`config.mk`:
```
export PLATFORM = sky130hd
export DESIGN_NAME = axi_dma_burst_splitter
export DESIGN_NICKNAME = d
export VERILOG_FILES = /design/src/rtl/axi_dma_pkg.sv /design/src/rtl/axi_dma_boundary_calc.sv /design/src/rtl/axi_dma_burst_splitter.sv
export SDC_FILE = /design/constraint.sdc
export NUM_CORES = 1
export LEC_CHECK = 0
export CELL_PAD_IN_SITES_DETAIL_PLACEMENT = 1
export CELL_PAD_IN_SITES_GLOBAL_PLACEMENT = 2
export CORE_ASPECT_RATIO = 2
export CORE_UTILIZATION = 32
export CTS_BUF_LIST = sky130_fd_sc_hd__clkbuf_2 sky130_fd_sc_hd__clkbuf_4 sky130_fd_sc_hd__clkbuf_8
export CTS_CLUSTER_SIZE = 24
export DETAILED_ROUTE_END_ITERATION = 10
export HOLD_SLACK_MARGIN = 0.03
export PLACE_DENSITY = 0.95
export SKIP_CTS_REPAIR_TIMING = 1
export SLEW_MARGIN = 0
export SYNTH_ARGS = -nofsm -noshare
export SYNTH_HDL_FRONTEND = slang
export SYNTH_SLANG_ARGS = --single-unit
```
`constraint.sdc`:
```
create_clock -name clk_i -period 12 [get_ports clk_i]
set_input_delay 3 -clock clk_i [delete_from_list [all_inputs] [get_ports clk_i]]
set_output_delay 3 -clock clk_i [all_outputs]
set_load 0.01 [all_outputs]
```
`src/rtl/axi_dma_pkg.sv`:
```
// Shared types and constants for the DMA burst splitter: the 1D request and
// chunk structs, the FSM state type, the split boundary and a min3 helper.
package axi_dma_pkg;

    localparam int unsigned ADDR_W         = 48;
    localparam int unsigned DATA_W         = 64;
    localparam int unsigned BYTES_PER_BEAT = DATA_W / 8;
    localparam int unsigned BEATS_MAX      = 256;
    localparam int unsigned PAGE_BYTES     = 4096;
    localparam int unsigned ID_W           = 4;
    localparam int unsigned USER_W         = 4;

    // Largest chunk that can cross neither a page nor a max-length burst.
    localparam int unsigned BOUND = (PAGE_BYTES < BEATS_MAX * BYTES_PER_BEAT) ?
                                    PAGE_BYTES : BEATS_MAX * BYTES_PER_BEAT;

    typedef logic [ADDR_W-1:0] addr_t;

    typedef struct packed {
        logic [ID_W-1:0]   id;
        addr_t             src;
        addr_t             dst;
        addr_t             num_bytes;
        logic [3:0]        src_cache;
        logic [3:0]        dst_cache;
        logic [1:0]        src_burst;
        logic [1:0]        dst_burst;
        logic [USER_W-1:0] src_user;
        logic [USER_W-1:0] dst_user;
        logic              decouple_rw;
        logic              deburst;
    } burst_req_t;

    typedef struct packed {
        logic [ID_W-1:0]   id;
        addr_t             src;
        addr_t             dst;
        addr_t             num_bytes;
        logic [3:0]        src_cache;
        logic [3:0]        dst_cache;
        logic [1:0]        src_burst;
        logic [1:0]        dst_burst;
        logic [USER_W-1:0] src_user;
        logic [USER_W-1:0] dst_user;
        logic              decouple_rw;
        logic              deburst;
    } chunk_t;

    // Splitter FSM state; busy_o mirrors state != IDLE.
    typedef enum logic {
        IDLE  = 1'b0,
        SPLIT = 1'b1
    } state_t;

    function automatic addr_t min3(input addr_t a, input addr_t b, input addr_t c);
        addr_t m;
        m = (a < b) ? a : b;
        return (m < c) ? m : c;
    endfunction

endpackage

```
`src/rtl/axi_dma_boundary_calc.sv`:
```
// Combinational chunk length: distance to the next boundary on the source
// and destination side, clipped to the bytes still remaining.
module axi_dma_boundary_calc
    import axi_dma_pkg::*;
#(
    parameter int unsigned ADDR_WIDTH  = ADDR_W,
    parameter int unsigned BOUND_BYTES = BOUND,
    parameter int unsigned BEAT_BYTES  = BYTES_PER_BEAT
) (
    input  logic [ADDR_WIDTH-1:0] src_i,
    input  logic [ADDR_WIDTH-1:0] dst_i,
    input  logic [ADDR_WIDTH-1:0] rem_i,
    input  logic                  deburst_i,
    output logic [ADDR_WIDTH-1:0] len_o,
    output logic                  last_o
);

    logic [ADDR_WIDTH-1:0] bnd;
    logic [ADDR_WIDTH-1:0] lim_src;
    logic [ADDR_WIDTH-1:0] lim_dst;

    // Boundaries are powers of two, so "addr mod B" is a mask; limits land in 1..B.
    always_comb begin
        bnd     = deburst_i ? ADDR_WIDTH'(BEAT_BYTES) : ADDR_WIDTH'(BOUND_BYTES);
        lim_src = bnd - (src_i & (bnd - ADDR_WIDTH'(1)));
        lim_dst = bnd - (dst_i & (bnd - ADDR_WIDTH'(1)));
        len_o   = min3(rem_i, lim_src, lim_dst);
        last_o  = (len_o == rem_i);
    end

endmodule

```
`src/rtl/axi_dma_burst_splitter.sv`:
```
// Splits arbitrary-length 1D DMA requests into chunks that never cross a
// page or max-burst boundary on either side. One chunk per cycle; a new
// request may be taken in the same cycle the previous last chunk leaves.
// Handshake: a transfer happens on a rising edge where valid and ready are
// both high; valid never waits on ready, and chunk fields stay stable while
// chunk_valid_o is high and chunk_ready_i is low.
module axi_dma_burst_splitter
    import axi_dma_pkg::*;
#(
    parameter int unsigned ADDR_WIDTH = ADDR_W,
    parameter int unsigned DATA_WIDTH = DATA_W,
    parameter int unsigned MAX_BEATS  = BEATS_MAX,
    parameter int unsigned PAGE_SIZE  = PAGE_BYTES
) (
    input  logic       clk_i,
    input  logic       rst_i,
    input  burst_req_t burst_req_i,
    input  logic       burst_last_i,
    input  logic       burst_req_valid_i,
    output logic       burst_req_ready_o,
    output chunk_t     chunk_o,
    output logic       chunk_last_o,
    output logic       chunk_twod_last_o,
    output logic       chunk_valid_o,
    input  logic       chunk_ready_i,
    output logic       busy_o
);

    localparam int unsigned BYTES       = DATA_WIDTH / 8;
    localparam int unsigned SPLIT_BOUND = (PAGE_SIZE < MAX_BEATS * BYTES) ?
                                          PAGE_SIZE : MAX_BEATS * BYTES;

    state_t                state_q, state_d;
    logic [ADDR_WIDTH-1:0] src_q, src_d;
    logic [ADDR_WIDTH-1:0] dst_q, dst_d;
    logic [ADDR_WIDTH-1:0] rem_q, rem_d;
    burst_req_t            req_q, req_d;
    logic                  twod_q, twod_d;

    logic [ADDR_WIDTH-1:0] cur_len;
    logic                  cur_last;
    logic                  in_split;
    logic                  chunk_hs;
    logic                  req_hs;

    axi_dma_boundary_calc #(
        .ADDR_WIDTH (ADDR_WIDTH),
        .BOUND_BYTES(SPLIT_BOUND),
        .BEAT_BYTES (BYTES)
    ) u_calc (
        .src_i    (src_q),
        .dst_i    (dst_q),
        .rem_i    (rem_q),
        .deburst_i(req_q.deburst),
        .len_o    (cur_len),
        .last_o   (cur_last)
    );

    assign in_split          = (state_q == SPLIT);
    assign chunk_hs          = in_split & chunk_ready_i;
    // Ready also while the final chunk leaves, giving zero-bubble back-to-back.
    assign burst_req_ready_o = (state_q == IDLE) | (chunk_hs & cur_last);
    assign req_hs            = burst_req_valid_i & burst_req_ready_o;
    assign chunk_valid_o     = in_split;
    assign chunk_last_o      = in_split & cur_last;
    assign chunk_twod_last_o = chunk_last_o & twod_q;
    assign busy_o            = in_split;

    // Chunk fields come only from registers; zero when idle.
    always_comb begin
        chunk_o = '0;
        if (in_split) begin
            chunk_o.id          = req_q.id;
            chunk_o.src         = src_q;
            chunk_o.dst         = dst_q;
            chunk_o.num_bytes   = cur_len;
            chunk_o.src_cache   = req_q.src_cache;
            chunk_o.dst_cache   = req_q.dst_cache;
            chunk_o.src_burst   = req_q.src_burst;
            chunk_o.dst_burst   = req_q.dst_burst;
            chunk_o.src_user    = req_q.src_user;
            chunk_o.dst_user    = req_q.dst_user;
            chunk_o.decouple_rw = req_q.decouple_rw;
            chunk_o.deburst     = req_q.deburst;
        end
    end

    // Next state: advance cursors per chunk, then let a new request override.
    always_comb begin
        state_d = state_q;
        src_d   = src_q;
        dst_d   = dst_q;
        rem_d   = rem_q;
        req_d   = req_q;
        twod_d  = twod_q;
        if (chunk_hs) begin
            src_d = src_q + cur_len;
            dst_d = dst_q + cur_len;
            rem_d = rem_q - cur_len;
            if (cur_last) begin
                state_d = IDLE;
            end
        end
        // A zero-length request is consumed without producing a chunk.
        if (req_hs && (burst_req_i.num_bytes != '0)) begin
            state_d = SPLIT;
            src_d   = burst_req_i.src;
            dst_d   = burst_req_i.dst;
            rem_d   = burst_req_i.num_bytes;
            req_d   = burst_req_i;
            twod_d  = burst_last_i;
        end
    end

    // State and cursor registers; reset drops any in-flight request.
    always_ff @(posedge clk_i or posedge rst_i) begin
        if (rst_i) begin
            state_q <= IDLE;
            src_q   <= '0;
            dst_q   <= '0;
            rem_q   <= '0;
            req_q   <= '0;
            twod_q  <= 1'b0;
        end else begin
            state_q <= state_d;
            src_q   <= src_d;
            dst_q   <= dst_d;
            rem_q   <= rem_d;
            req_q   <= req_d;
            twod_q  <= twod_d;
        end
    end

endmodule
```
## Yosys cells after proc, flatten, opt, wreduce, memory -nomap -nowiden

Index checks and enable logic that the tools add are counted.

| word-level totals | value |
|---|---|
| register bits after elaboration | 172 |
| input bits | 175 |
| word-level logic and storage cells | 50 |

| cells by class | value |
|---|---|
| add/subtract/negate cells | 6 |
| magnitude comparators | 2 |
| eq/ne operators | 1 |
| mux-type cells | 13 |
| bitwise gates (word level) | 9 |
| reductions and logical operators | 5 |

Operators with widths:

| kind | count |
|---|---|
| 2-to-1 mux 48 bit | 8 |
| 2-to-1 mux 170 bit | 1 |
| subtractor 48 bit | 3 |
| adder 48 bit | 2 |
| bitwise AND 48 bit | 2 |
| less-than comparator 48 bit | 2 |
| equality test 48 bit | 1 |
| nonzero test 48 bit | 1 |
| subtractor 48 x 1 -> 48 bit (second input constant) | 1 |
| 2-to-1 mux 12 bit | 1 |
| bitwise AND 1 bit | 5 |
| nonzero test 2 bit | 2 |
| 2-to-1 mux 1 bit | 3 |
| AND reduction 2 bit | 1 |
| logical AND 1 bit | 1 |
| NOT 1 bit | 1 |
| bitwise OR 1 bit | 1 |

## Depth between registers and ports, before layout

| logic depth | value |
|---|---|
| depth in word-level cells | 15 |
| depth in mapped cells | 44 |

## Cells and area by module

From an unflattened synthesis, not the netlist that was laid out.

| unflattened totals | value |
|---|---|
| cell total of the unflattened synthesis | 2767 |
| area total of the unflattened synthesis | 20173.1 um2 |

Modules (own cells, without submodules):

| module | instances | cells an instance | area an instance (um2) | seq. area each (um2) |
|---|---|---|---|---|
| axi_dma_burst_splitter | 1 | 2227 | 16359.4 | 4304.1 |
| axi_dma_boundary_calc | 1 | 540 | 3813.7 | 0.0 |

## Worst setup path after synthesis

Ideal clock, no wire load.

| timing path | value |
|---|---|
| path type | flip-flop to output port |
| from | register src_q[2] |
| to | output port burst_req_ready_o |
| arrival time | 7180 ps |
| data required time | 9000 ps |
| path slack | 1820 ps |
| stages on the path, launching flop included | 34 |
| path buffers | 3 |
| cell sequence | dfrtp_1 > nor2_1 > nand3_1 > nor3_1 > a31oi_1 > ha_1 > ha_1 > a22o_1 > nor4b_1 > o211ai_1 > o21ai_1 > and2_1 > buf_2 > clkbuf_1 > nor2_1 > a21oi_1 > inv_1 > ha_1 > or3_1 > a21oi_1 > or4_1 > nand3_1 > o211ai_1 > nor3b_2 > clkbuf_1 > and3_1 > inv_1 > ha_1 > nand4_1 > or3_1 > nor2_1 > nand2_1 > or4_4 > o31ai_1 |

| on the way | value |
|---|---|
| cells in the longest elaborated chain, start to end | 9 |

Ends and longest elaborated chain:

| element | RTL line | RTL |
|---|---|---|
| start: declaration | axi_dma_burst_splitter.sv:34 | `logic [ADDR_WIDTH-1:0] src_q, src_d;` |
| start signal: assignment | axi_dma_burst_splitter.sv:126 | `src_q <= src_d;` |
| bitwise AND 48 bit (*) | axi_dma_boundary_calc.sv:25 | `lim_src = bnd - (src_i & (bnd - ADDR_WIDTH'(1)));` |
| subtractor 48 bit (*) | axi_dma_boundary_calc.sv:25 |  |
| less-than comparator 48 bit | axi_dma_pkg.sv:57 | `m = (a < b) ? a : b;` |
| 2-to-1 mux 48 bit (*) | axi_dma_pkg.sv:57 |  |
| less-than comparator 48 bit | axi_dma_pkg.sv:58 | `return (m < c) ? m : c;` |
| 2-to-1 mux 48 bit (*) | axi_dma_pkg.sv:58 |  |
| equality test 48 bit (*) | axi_dma_boundary_calc.sv:28 | `last_o = (len_o == rem_i);` |
| bitwise AND 1 bit (*) | axi_dma_burst_splitter.sv:62 | `assign burst_req_ready_o = (state_q == IDLE) \| (chunk_hs & cur_last);` |
| bitwise OR 1 bit (*) | axi_dma_burst_splitter.sv:62 |  |
| end: declaration | axi_dma_burst_splitter.sv:20 | `output logic burst_req_ready_o,` |

Every way passes the cells marked *; elsewhere a longest branch is shown, timed or not.

## Worst setup path after layout

| timing path | value |
|---|---|
| from | register src_q[1] |
| to | output port chunk_twod_last_o |

| on the way | value |
|---|---|
| cells in the longest elaborated chain, start to end | 9 |

Ends and longest elaborated chain:

| element | RTL line | RTL |
|---|---|---|
| bitwise AND 48 bit (*) | axi_dma_boundary_calc.sv:25 |  |
| subtractor 48 bit (*) | axi_dma_boundary_calc.sv:25 |  |
| less-than comparator 48 bit | axi_dma_pkg.sv:57 |  |
| 2-to-1 mux 48 bit (*) | axi_dma_pkg.sv:57 |  |
| less-than comparator 48 bit | axi_dma_pkg.sv:58 |  |
| 2-to-1 mux 48 bit (*) | axi_dma_pkg.sv:58 |  |
| equality test 48 bit (*) | axi_dma_boundary_calc.sv:28 |  |
| bitwise AND 1 bit (*) | axi_dma_burst_splitter.sv:65 | `assign chunk_last_o = in_split & cur_last;` |
| bitwise AND 1 bit (*) | axi_dma_burst_splitter.sv:66 | `assign chunk_twod_last_o = chunk_last_o & twod_q;` |
| end: declaration | axi_dma_burst_splitter.sv:23 | `output logic chunk_twod_last_o,` |

Marked as above.

==> qor.csv <==
stage,metric,value,unit
outcome,outcome,completed,
clocking,cts_buffer_depth,2,
placed_design,io_buffers,349,
yosys,synth_edf_count,0,
yosys,yosysWarnings,0,
min_path,min_from,req_q[20],
finish,fin_nets,3308,
yosys,avgSynthCellArea,7.62,µm²
setup_path,crit_path_start_kind,flip-flop,
detailed_routing,drc,0,
setup_path,crit_arrival,8.62,ns
floorplan,core_area,59000,µm²
global_route,grtUsageTotal,0.298,
setup_path,reg2reg_to,dst_q[32],
global_route,antenna_found_initial,6,
setup_path,end_kind,output pin,
min_path,hold_path_end,req_q[20],
detailed_routing,routed-via-count,20812,
floorplan,pin_count,350,
clocking,cts_num_sinks,172,
timing,clock_skew,0.0337,ns
detailed_routing,drt-wirelength-per-cell,24.9,µm
detailed_routing,drt_pass1_iterations,5,
run,cap_viol_max_count,0,
global_route,grt_max_degree,89,
setup_path,reg2reg_depth,43,
finish,layout_commonest_cell,clkdlybuf4s50_1,
clocking,htree_num_levels,4,
setup_path,r2r_slack,2.29,ns
finish,post-route-util,0.417,
min_path,hp-class,flip-flop to flip-flop,
finish,layout-drive-gt1-share,0.0685,
setup_path,slowest_stage,or4_4,
yosys,synth_flop_cell,dfrtp_1,
yosys,seq_area_frac_synth,0.226,
clocking,cts_buffers,17,
setup_path,r2r_start,src_q[1],
detailed_routing,drt_iter0_markers,1060,
timing,hold_violations,0,
setup_path,cpMostUsedCell,buf_4,
floorplan,rows,126,
setup_path,crit_path_max_incr_delay,0.57,ns
timing,max_freq,86.1,MHz
timing,setup_viol,0,
yosys,synth_area,19000,µm²
clocking,clock-root-buffer,clkbuf_8,
timing,tns,0,ns
timing,slew_headroom,0.173,
yosys,yosysUniqueCellTypes,82,
clocking,path_clk_slew,0.12,ns
timing,fin_crit,11.62,ns
global_route,grt_pass1_wl,135,mm
detailed_routing,via_per_inst,5.66,
floorplan,dieWidth,174,µm
floorplan,initial_core_util,0.323,
global_route,first_global_vias,22370,
placed_design,placed_cell_area,23600,µm²
setup_path,crit_required,9.00,ns
timing,tightest_slew,1.24,ns
finish,final_cell_mix,"clkdlybuf4s50_1, nand2_1, a21oi_1, ha_1, nor2_1",
finish,design_area,24600,µm²
timing,post-route-period-util,0.968,
detailed_routing,wl,91.4,mm
setup_path,critical_path_class,flip-flop to output pin,
detailed_routing,ant_nets,0,
timing,fin_worst_hold_slack,0.477,ns
floorplan,dieArea,60500,µm²
yosys,async_reset_ff_frac,1.00,
floorplan,die_h,347,µm
clocking,tritoncts,done,
yosys,synthCells,2498,
timing,slew_viol_final,0,
clocking,clk_latency,0.59,ns
placed_design,gp_congestion,0.985,
setup_path,crit_fanout,13,
yosys,synth_seq_cells,172,
min_path,min_path_cells,2,
finish,syn2layout_area_growth,29.1,%
global_route,grt_remaining_overflow,0,
placed_design,dpl.hpwl,73.4,mm
==> synthesized netlist by cell type (all sizes together), types with 5 or more instances <==
master	instances	share of area
nand4	24	0.0079
o21ai	195	0.052
or4	8	0.0034
ha	239	0.16
and4	10	0.0046
mux2i	32	0.017
o21bai	25	0.0099
and2	140	0.046
nor3b	6	0.0026
inv	107	0.021
a21boi	5	0.0020
a21oi	262	0.069
xnor2	75	0.035
nor2	229	0.045
nand3	50	0.013
a211oi	29	0.011
a22oi	17	0.0067
a211o	5	0.0023
buf	35	0.011
dfrtp	172	0.23
o31ai	8	0.0034
nand2	302	0.060
or2	6	0.0020
and3	87	0.029
nand2b	15	0.0053
nor2b	15	0.0049
nor4	20	0.0066
a21o	57	0.022
a2111oi	6	0.0031
nor3	29	0.0079
xor2	59	0.027
a31oi	28	0.011
o211ai	29	0.011
clkbuf	73	0.014
or3	9	0.0030
o21a	23	0.0091
o41ai	5	0.0051
==> worst max path at each step <==
stage | start | endpoint | slack (ns) | depth (start not counted)
finish | src_q[1] | chunk_twod_last_o | 0.38 | 39
global route | src_q[1] | chunk_twod_last_o | -0.06 | 41
CTS | src_q[2] | chunk_twod_last_o | -0.80 | 35
detailed placement | src_q[2] | chunk_twod_last_o | -0.08 | 35
global placement | src_q[2] | chunk_twod_last_o | 0.06 | 35
floorplan | src_q[2] | burst_req_ready_o | 1.82 | 33
==> metrics by stage <==
stage	std cells	setup slack (ns)
finish	3679	0.382
global route	3677	-0.0575
CTS	3647	-0.799
detailed placement	3615	-0.0768
global placement	3615	0.0575
floorplan	2565	1.82
==> state kept, by name, summed over array words and instances, names as in the netlist <==
| register | flops |
|---|---|
| dst_q | 48 |
| rem_q | 48 |
| src_q | 48 |
| req_q | 26 |
| busy_o | 1 |
| twod_q | 1 |
==> final cells by class <==
| class | instances | area, µm² |
|---|---|---|
| diodes | 7 | 17.5 |
| clock buffers | 17 | 234 |
| clock inverters | 15 | 215 |
| fillers | 7271 | 34400 |
| inverters | 108 | 410 |
| multi-input cells | 2177 | 14400 |
| flip-flops and latches | 172 | 4310 |
| well taps | 768 | 961 |
| repair buffers | 415 | 4050 |
==> logic make-up (layout without fill, tap and decap cells) <==
logic type | after synthesis | after routing | share of synthesized area
AO/OA/AOI/OAI | 739 | 739 | 0.242
buffers and inverters | 216 | 555 | 0.0469
multiplexers | 34 | 34 | 0.0180
AND/OR/NAND/NOR | 960 | 960 | 0.245
other | 1 | 75 | 0.000197
adder cells (fa/ha/maj) | 242 | 242 | 0.160
XOR/XNOR | 134 | 134 | 0.0617
flip-flops | 172 | 172 | 0.226
==> metal layers <==
| layer | wire (µm) | part of all wire | GRT usage | vias to the layer above |
|---|---|---|---|---|
| met3 | 3160 | 0.035 | 0.0336 | 297 |
| met1 | 32000 | 0.35 | 0.288 | 10181 |
| li1 | - | - | - | 9645 |
| met4 | 8820 | 0.096 | 0.260 | 0 |
| met2 | 47500 | 0.52 | 0.552 | 689 |
| met5 | 0 | 0 | 0 | - |
==> worst max-delay path, delay by kind of cell (launching register included) <==
family / cells / cell delay, ns
simple gates: 17 / 3.35
buf+inv: 9 / 1.62
flops: 1 / 0.46
compound gates: 8 / 1.44
xor+xnor: 1 / 0.09
fa+ha+maj: 4 / 1.08
Power is not shown: default switching activity piles up to over one toggle a cycle in this logic, so the estimate is an artifact.
